`src/rtl/operand_regfile.sv`:
```
// ---------------------------------------------------------------------------
// operand_regfile
//
// Purpose:
//   Register file and operand-latch stage directly upstream of the ALU.
//   Holds 2**ADDR_W general registers, with r0 hardwired to zero. It presents
//   two registered operands, a_out and b_out, to ALU Ain/Bin with 1-cycle
//   latency.
//
//   Two mechanisms keep the operands coherent without a forwarding unit:
//   - Same-cycle write-to-read bypass: an issue that reads the register being
//     written this cycle captures the new write data.
//   - Stall-hold refresh: while the ALU stalls, a held operand whose source
//     register is overwritten picks up the new value.
//
// Ports:
//   clk       in   1       rising-edge clock
//   rst       in   1       asynchronous reset, active-high
//   rd_en     in   1       issue: capture operands for ra_addr/rb_addr
//   stall     in   1       ALU busy: hold a_out/b_out/out_valid
//   ra_addr   in   ADDR_W  source register A
//   rb_addr   in   ADDR_W  source register B
//   we        in   1       write-back enable
//   wa_addr   in   ADDR_W  write-back destination register
//   wd        in   DATA_W  write-back data
//   a_out     out  DATA_W  registered operand A
//   b_out     out  DATA_W  registered operand B
//   out_valid out  1       a_out/b_out hold a valid issued operand pair
// ---------------------------------------------------------------------------
module operand_regfile #(
  parameter int DATA_W = 16,
  parameter int ADDR_W = 3
) (
  input  logic              clk,
  input  logic              rst,
  input  logic              rd_en,
  input  logic              stall,
  input  logic [ADDR_W-1:0] ra_addr,
  input  logic [ADDR_W-1:0] rb_addr,
  input  logic              we,
  input  logic [ADDR_W-1:0] wa_addr,
  input  logic [DATA_W-1:0] wd,
  output logic [DATA_W-1:0] a_out,
  output logic [DATA_W-1:0] b_out,
  output logic              out_valid
);

  localparam int NREGS = 1 << ADDR_W;

  logic [DATA_W-1:0] regs [NREGS];
  logic [ADDR_W-1:0] a_q;
  logic [ADDR_W-1:0] b_q;

  logic              wr_hit;
  logic [DATA_W-1:0] a_rd;
  logic [DATA_W-1:0] b_rd;

  // A write that actually lands; writes to r0 are discarded.
  assign wr_hit = we && (wa_addr != '0);

  // Read muxes with same-cycle bypass. r0 is forced to zero explicitly, so
  // the zero does not depend on regs[0] never being written.
  // NOTE: every combinational output gets a default first so no path leaves
  // it unassigned, which would infer a latch.
  always_comb begin
    a_rd = '0;
    b_rd = '0;
    if (ra_addr != '0) a_rd = (wr_hit && (wa_addr == ra_addr)) ? wd : regs[ra_addr];
    if (rb_addr != '0) b_rd = (wr_hit && (wa_addr == rb_addr)) ? wd : regs[rb_addr];
  end

  // Register array. Writes land regardless of stall or rd_en.
  // NOTE: the array is cleared on reset because all registers must read 0
  // afterwards. This rules out inferring block RAM, which is acceptable for
  // a file this small.
  always_ff @(posedge clk or posedge rst) begin
    if (rst) begin
      for (int i = 0; i < NREGS; i++) regs[i] <= '0;
    end else if (wr_hit) begin
      // NOTE: sequential state uses non-blocking assignments, so every
      // always_ff samples pre-edge values regardless of evaluation order.
      regs[wa_addr] <= wd;
    end
  end

  // Operand latches.
  always_ff @(posedge clk or posedge rst) begin
    if (rst) begin
      a_out     <= '0;
      b_out     <= '0;
      out_valid <= 1'b0;
      a_q       <= '0;
      b_q       <= '0;
    end else if (!stall) begin
      out_valid <= rd_en;
      if (rd_en) begin
        a_out <= a_rd;
        b_out <= b_rd;
        a_q   <= ra_addr;
        b_q   <= rb_addr;
      end
    end else begin
      // Stalled: a held, valid operand tracks writes to its source register.
      if (out_valid && wr_hit && (wa_addr == a_q)) a_out <= wd;
      if (out_valid && wr_hit && (wa_addr == b_q)) b_out <= wd;
    end
  end

endmodule

```
`config.mk`:
```
export PLATFORM = sky130hd
export DESIGN_NAME = operand_regfile
export DESIGN_NICKNAME = d
export VERILOG_FILES = /design/src/rtl/operand_regfile.sv
export SDC_FILE = /design/constraint.sdc
export NUM_CORES = 1
export LEC_CHECK = 0
export ABC_AREA = 1
export CAP_MARGIN = 40
export CORE_MARGIN = 2
export CORE_UTILIZATION = 50
export CTS_BUF_LIST = sky130_fd_sc_hd__clkbuf_4 sky130_fd_sc_hd__clkbuf_8 sky130_fd_sc_hd__clkbuf_16
export DETAILED_ROUTE_END_ITERATION = 8
export GPL_TIMING_DRIVEN = 0
export PLACE_DENSITY = 0.7
export SYNTH_ARGS = -nofsm -noshare
export SYNTH_HDL_FRONTEND = slang
export SYNTH_SLANG_ARGS = --single-unit
```
`constraint.sdc`:
```
create_clock -name clk -period 5 [get_ports clk]
set_input_delay 0.5 -clock clk [delete_from_list [all_inputs] [get_ports clk]]
set_output_delay 0.5 -clock clk [all_outputs]
set_load 0.02 [all_outputs]
```
Yosys cells after proc, flatten, opt, wreduce, memory -nomap -nowiden
Index checks and enable logic that the tools add are counted.
{ "totals": {"ff_bits": 167, "out_inout_bits": 33, "elab_cells": 60} }
{ "classes": {"order_cmp": 4, "eq_ne": 6, "mux": 19, "bitwise_logic": 4, "n_reduce_logical": 14} }
{ "op_table": {"columns": ["cell", "n"], "rows": [
  ["two-way mux 16 bit", 15],
  ["bitwise mux 128 bit", 1],
  ["binary-select mux 16 bit (select 3 bit)", 2],
  ["demux 16 bit (select 3 bit)", 1],
  ["== test 3 bit", 4],
  [">= comparator 4 bit (second input constant)", 3],
  ["inverter 3 -> 4 bit", 3],
  ["nonzero test 3 bit", 3],
  ["logical AND 1 bit", 7],
  ["AND reduction 2 bit", 3],
  ["< comparator 4 x 1 -> 1 bit (second input constant)", 1],
  ["inequality test 2 x 1 -> 1 bit (second input constant)", 2],
  ["nonzero test 2 bit", 1],
  ["inverter 1 bit", 1]
]} }

Logic depth before layout (Yosys ltp)
Gate-level depths: netlist of run 1.
{ "logic_depth": {"ltp_word": 8, "mapped_depth": 11} }

Least setup slack after synthesis of run 1
No wires, ideal clock.
{ "synth_path": {"path_kind": "input-to-reg", "startpoint": "input port ra_addr[1]", "endpoint": "register a_out[8]", "setup_time_ns": 0.122, "arrival_time_ns": 1.480, "required_ns": 4.878, "slack_ns": 3.398, "stages": 10, "path_buffers": 2, "path_cell_list": "buf_2 inv_4 nand2_1 nand2_1 nand2_1 nor2_2 buf_2 nand3_1 nand3_1 a21oi_1"} }
{ "synth_via": {"elab_chain_cells": 8, "word_cells_on_any_way": 11} }
{ "synth_rtl": {"columns": ["item", "line", "text"], "rows": [
  ["start: declaration", "38", "input logic [ADDR_W-1:0] ra_addr,"],
  ["inverter 3 -> 4 bit (not written as such)", "68", "if (ra_addr != '0) a_rd = (wr_hit && (wa_addr == ra_addr)) ? wd : regs[ra_addr];"],
  ["binary-select mux 16 bit (select 3 bit)", "68", null],
  ["two-way mux 16 bit (not written as such) (2 in series)", "68", null],
  ["two-way mux 16 bit", "68", null],
  ["two-way mux 16 bit (*)", "68", null],
  ["two-way mux 16 bit (*)", "96", "if (rd_en) begin"],
  ["two-way mux 16 bit (*)", "94", "end else if (!stall) begin"],
  ["end signal: assignment", "97", "a_out <= a_rd;"],
  ["end signal: assignment", "104", "if (out_valid && wr_hit && (wa_addr == a_q)) a_out <= wd;"],
  ["end: declaration", "43", "output logic [DATA_W-1:0] a_out,"]
]} }
Every way passes the cells marked *; elsewhere a longest branch is shown, timed or not. The select of a mux whose other input is x is not followed.
A chain may end at the register's enable or synchronous reset.

Worst setup path after layout of run 1
{ "layout_path": {"startpoint": "input port ra_addr[0]", "endpoint": "register a_out[8]"} }
Same word-level chain as after synthesis.

==> results of run 1 <==
cell type report:
type,count,area (sq um)
Multi-Input combinational cell,964,4500
Clock inverter,11,114
Tap cell,234,293
Fill cell,1763,7670
Buffer,109,519
Timing Repair Buffer,59,631
Sequential cell,167,4180
Clock buffer,21,468
Inverter,52,204
cell families after synthesis:
family,count (synthesis)
flops,167
simple gates,776
xor+xnor,2
compound gates,186
buf+inv,161
worst register-to-register path, delay by kind of cell (launching register included):
| kind | cells | cell delay [ps] |
|---|---|---|
| and+or+nand+nor | 7 | 680 |
| DFF | 1 | 400 |
| buffers and inverters | 2 | 270 |
| AOI/OAI and AO/OA | 1 | 110 |
routing by layer:
layer	wire, um	GRT usage	up-vias
li1	-	-	4417
met1	14100	0.487	4599
met2	15300	0.532	518
met3	2980	0.0710	109
met4	1560	0.151	0
met5	0	0	-
metrics by stage:
stage | hold slack, ps | util
global placement | 465 | 0.552
detailed placement | 474 | 0.556
global route | 510 | 0.587
CTS | 493 | 0.587
finish | 490 | 0.587
floorplan | 451 | -
power breakdown:
group | internal (W) | total, W | switching, W
Clock | 0.000733 | 0.00133 | 0.000601
Combinational | 0.000360 | 0.000943 | 0.000583
Sequential | 0.00157 | 0.00176 | 0.000182
worst paths after layout:
check	slack, ps	cells after the start	to	startpoint
worst max-delay path	2760	9	a_out[8]	ra_addr[0]
worst min-delay path	490	1	regs[122]	regs[122]
worst max register to register	3460	10	a_out[15]	a_q[2]
worst min register to register	490	1	regs[122]	regs[122]
max in group asynchronous	3560	4	b_out[15]	rst
min in group asynchronous	550	2	regs[106]	rst
sequential cells by signal, summed over array words and instances, names as in the netlist:
signal / count
regs: 128
a_q: 3
b_q: 3
b_out: 16
out_valid: 1
a_out: 16
placed cells by master (no fill, tap or decap), types with 16 or more instances in the layout:
master,Yosys,routed
nand4_1,16,16
clkbuf_16,0,17
o21ai_0,87,87
clkbuf_1,52,52
clkdlybuf4s50_1,0,55
nand3_1,255,255
a21oi_1,79,79
dfrtp_1,167,167
nor2_1,51,51
nand3_2,20,20
o21ai_1,16,16
nand2_1,415,415
inv_1,44,43
buf_2,40,40
==> results.sh, run 1 <==
export IMPL_outcome="finished clean"
export IMPL_yosysMostFrequentCell="nand2_1"
export IMPL_vias=9643
export IMPL_num_nets_final=1400
export IMPL_port_buffers=55
export IMPL_grt_ovfl_total=0
export IMPL_peakVddDrop_uv=239
export IMPL_hold_viol=0
export IMPL_cts_reportedPaths_clkPinSlew_ps=60
export IMPL_maxSlewHeadroom=0.467
export IMPL_cp_start_kind="input port"
export IMPL_required_ps=5360
export IMPL_crit_buf_inv=3
export IMPL_placed_cells=1585
export IMPL_postCtsHoldBufs=0
export IMPL_p_total_w=0.00403
export IMPL_async_flop_share=1.00
export IMPL_num_io_pins=63
export IMPL_worstPathCellList="clkdlybuf4s50_1 > buf_2 > buf_2 > nand2_1 > nand3_1 > nand3_1 > nand3_2 > nand3_1 > a21oi_1"
export IMPL_dr_first_iter_drc_count=1297
export IMPL_slowest_delay_ps=640
export IMPL_path_common_cell="nand3_1"
export IMPL_detail_route_vias_per_cell=5.96
export IMPL_syn_inst=1292
export IMPL_synth_compound_area_share=0.103
export IMPL_maxSlewViolCount=0
export IMPL_placed_area_sq_um=10300
export IMPL_synth_seq_cells=167
export IMPL_hpwl_um=25000
export IMPL_postRouteAntennaNets=0
export IMPL_synth_main_ff_cell="dfrtp_1"
export IMPL_die_x_um=141
export IMPL_period_share=0.447
export IMPL_cp_end_kind="flop"
export IMPL_gp_congestion=0.959
export IMPL_synth_area_leader_cell="dfrtp_1"
export IMPL_grt_pass1_vias=8896
export IMPL_final_setup_viol_count=0
export IMPL_synth_distinct_cells=28
export IMPL_drv_cap=0
export IMPL_finClkSkew_ps=16.6
export IMPL_die_h_um=141
export IMPL_crit_arrival_ps=2600
export IMPL_syn_area_sq_um=9400
export IMPL_netlist_top_cells_count="415 x nand2_1, 255 x nand3_1, 167 x dfrtp_1, 87 x o21ai_0, 79 x a21oi_1"
export IMPL_layoutNonFillerInstCount=1617
export IMPL_rsz0062_at_grt="no"
export IMPL_setup_tns_final_ps=0
export IMPL_dieArea_sq_um=19900
export IMPL_pre_cts_ws_ps=2370
export IMPL_syn_to_final_growth_pct=16.1
export IMPL_setup_slack_ps=2760
export IMPL_p_leak_nw=5.13
export IMPL_ys_seq_area_frac=0.445
export IMPL_insertion_delay_ps=450
export IMPL_fmax_ghz=0.447
export IMPL_tightest_slew_ps=797
export IMPL_cts_tree="built"
export IMPL_synth_edf_count=0
export IMPL_cts_buffer_depth=2
export IMPL_wl_per_cell_um=21.0
export IMPL_crit_slowest_cell="clkdlybuf4s50_1"
export IMPL_synthTopCellsByArea="dfrtp_1 44%, nand2_1 17%, nand3_1 14%"
export IMPL_antenna_found_initial=0
export IMPL_fin_area_sq_um=10900
export IMPL_synth_nets=1322
export IMPL_crit_family="buffers and inverters"
export IMPL_synth_top_area_frac=0.445
export IMPL_drc_errors=0
export IMPL_drt_total_wl_um=34000
export IMPL_rows=50
export IMPL_synth_top_family_by_area="simple AND/OR/NAND/NOR gates"
export IMPL_min_period_ps=2240
export IMPL_synth_xor_area_frac=0.00346
export IMPL_cts_max_level=4
export IMPL_cts_buffers=17
export IMPL_synthAdderAreaFrac=0
export IMPL_dr_pass1_iters=6
export IMPL_power_density_nw_per_um2=370
export IMPL_grt_usage=0.349
export IMPL_cts_sinks=167
export IMPL_cts_root_buf="clkbuf_16"
export IMPL_grt_start_max_net_pins=38
export IMPL_avgSynthCellArea_sq_um=7.28
export IMPL_synth_mux_area_fraction=0
export IMPL_grt_pass1_wl_um=52400
export IMPL_cts_resized=0
export IMPL_cts_setup_buffers=0
export IMPL_yosys_area_share_simple=0.372
export IMPL_drive_above_1_share=0.102
export IMPL_num_antenna_cells=0
export IMPL_critPathMaxFanout=10
export IMPL_critPathKind="in2reg"
export IMPL_yosys_warnings=0
export IMPL_coreArea_sq_um=18600
export IMPL_worstHoldPathType="reg2reg"
export IMPL_start_util=0.506
(Power assumes the default switching activity.)
==> inputs of run 2 (changes only) <==
- PLACE_DENSITY: 0.7 -> 0.67
- clock period: 5 -> 2.2 ns (I/O delays scaled with it)
==> results.sh, run 2 (synthesis gave the netlist of run 1 again) <==
export IMPL_power_density_nw_per_um2=858
export IMPL_tightest_slew_ps=764
export IMPL_grt_pass1_wl_um=51800
export IMPL_crit_arrival_ps=2350
export IMPL_layoutNonFillerInstCount=1617
export IMPL_cts_buffers=17
export IMPL_vias=9627
export IMPL_period_share=0.904
export IMPL_regToRegStartpoint="a_q[1]"
export IMPL_setup_slack_ps=211
export IMPL_placed_area_sq_um=10400
export IMPL_cts_buffer_depth=2
export IMPL_port_buffers=55
export IMPL_cts_root_buf="clkbuf_16"
export IMPL_maxSlewViolCount=0
export IMPL_slowest_delay_ps=650
export IMPL_drc_errors=0
export IMPL_wl_per_cell_um=20.5
export IMPL_num_antenna_cells=0
export IMPL_final_setup_viol_count=0
export IMPL_dr_pass1_iters=6
export IMPL_insertion_delay_ps=440
export IMPL_cts_reportedPaths_clkPinSlew_ps=70
export IMPL_hpwl_um=25100
export IMPL_grt_ovfl_total=0
export IMPL_worstHoldPathType="in2async"
export IMPL_postRouteAntennaNets=0
export IMPL_layout_commonest_cell="nand2_1"
export IMPL_num_nets_final=1401
export IMPL_cts_tree="built"
export IMPL_postCtsHoldBufs=0
export IMPL_worst_path_stages=9
export IMPL_cts_sinks=167
export IMPL_drive_above_1_share=0.102
export IMPL_rsz0062_at_grt="no"
export IMPL_detail_route_vias_per_cell=5.95
export IMPL_syn_to_final_growth_pct=16.9
export IMPL_startpoint="ra_addr[0]"
export IMPL_dieArea_sq_um=19900
export IMPL_cts_resized=0
export IMPL_setup_tns_final_ps=0
export IMPL_worstPathCellList="clkdlybuf4s50_1 > buf_2 > buf_2 > nand2_1 > nand3_1 > nand3_1 > nand3_2 > nand3_1 > a21oi_1"
export IMPL_dr_first_iter_drc_count=1221
export IMPL_cp_start_kind="input port"
export IMPL_required_ps=2560
export IMPL_final_cell_mix="415 x nand2_1, 255 x nand3_1, 167 x dfrtp_1"
export IMPL_finClkSkew_ps=12.6
export IMPL_die_x_um=141
export IMPL_largest_register_ffs=128
export IMPL_p_leak_nw=5.16
export IMPL_die_h_um=141
export IMPL_start_util=0.506
export IMPL_antenna_found_initial=0
export IMPL_top_regs="regs x128, a_out x16, b_out x16"
export IMPL_rr_worst_depth=10
export IMPL_path_common_cell="nand3_1"
export IMPL_rows=50
export IMPL_grt_usage=0.346
export IMPL_fin_area_sq_um=11000
export IMPL_critPathKind="in2reg"
export IMPL_critPathMaxFanout=10
export IMPL_top_register="regs"
export IMPL_gp_congestion=0.972
export IMPL_num_io_pins=63
export IMPL_peakVddDrop_uv=580
export IMPL_maxSlewHeadroom=0.490
export IMPL_grt_pass1_vias=8938
export IMPL_pre_cts_ws_ps=-150
export IMPL_cts_setup_buffers=0
export IMPL_coreArea_sq_um=18600
export IMPL_placed_cells=1586
export IMPL_drv_cap=0
export IMPL_min_period_ps=1990
export IMPL_fmax_ghz=0.503
export IMPL_crit_slowest_cell="clkdlybuf4s50_1"
export IMPL_grt_start_max_net_pins=40
export IMPL_nFillCells=1777
export IMPL_cp_end_kind="flop"
export IMPL_crit_buf_inv=3
export IMPL_cts_max_level=4
export IMPL_crit_family="buffers and inverters"
export IMPL_hold_viol=0
export IMPL_outcome="finished clean"
export IMPL_drt_total_wl_um=33200
==> run 2: changes by cell type in the layout (fill, tap and decap cells not counted), sizes merged <==
cell | previous run | this run
bufinv | 1 | 4
clkinv | 4 | 1
inv | 55 | 53
buf | 61 | 62
clkinvlp | 3 | 4
==> run 2: cell type report <==
class	instances	area (sq um)	share of cell area
Buffer	109	519	0.0472
Clock buffer	21	468	0.0426
Clock inverter	10	169	0.0154
Inverter	52	204	0.0186
Multi-Input combinational cell	964	4500	0.410
Sequential cell	167	4180	0.380
Tap cell	234	293	0.0266
Timing Repair Buffer	60	658	0.0599
==> run 2: metal layers <==
layer / part of all wire / GRT usage
met5: 0 / 0
met4: 0.051 / 0.175
met3: 0.087 / 0.0710
met2: 0.44 / 0.522
met1: 0.42 / 0.474
==> run 2: final timing paths <==
check	endpoint	slack, ps
min in group clk	a_out[6]	270
hold / removal	b_q[0]	180
setup / recovery	a_out[8]	210
max in group asynchronous	regs[3]	1050
hold reg to reg	regs[126]	490
setup reg to reg	a_out[0]	660
==> run 2: stage by stage <==
stage,total power (W),hold slack [ps],util
floorplan,0.00532,383,-
global route,0.00986,215,0.592
detailed placement,0.00615,470,0.557
global placement,0.00608,471,0.552
finish,0.00943,183,0.592
CTS,0.00942,194,0.592
==> run 2: report_power, final <==
group / internal (W) / switching (W)
sequential: 0.00358 / 0.000421
clock: 0.00199 / 0.00131
combinational: 0.000823 / 0.00131
total: 0.00639 / 0.00304
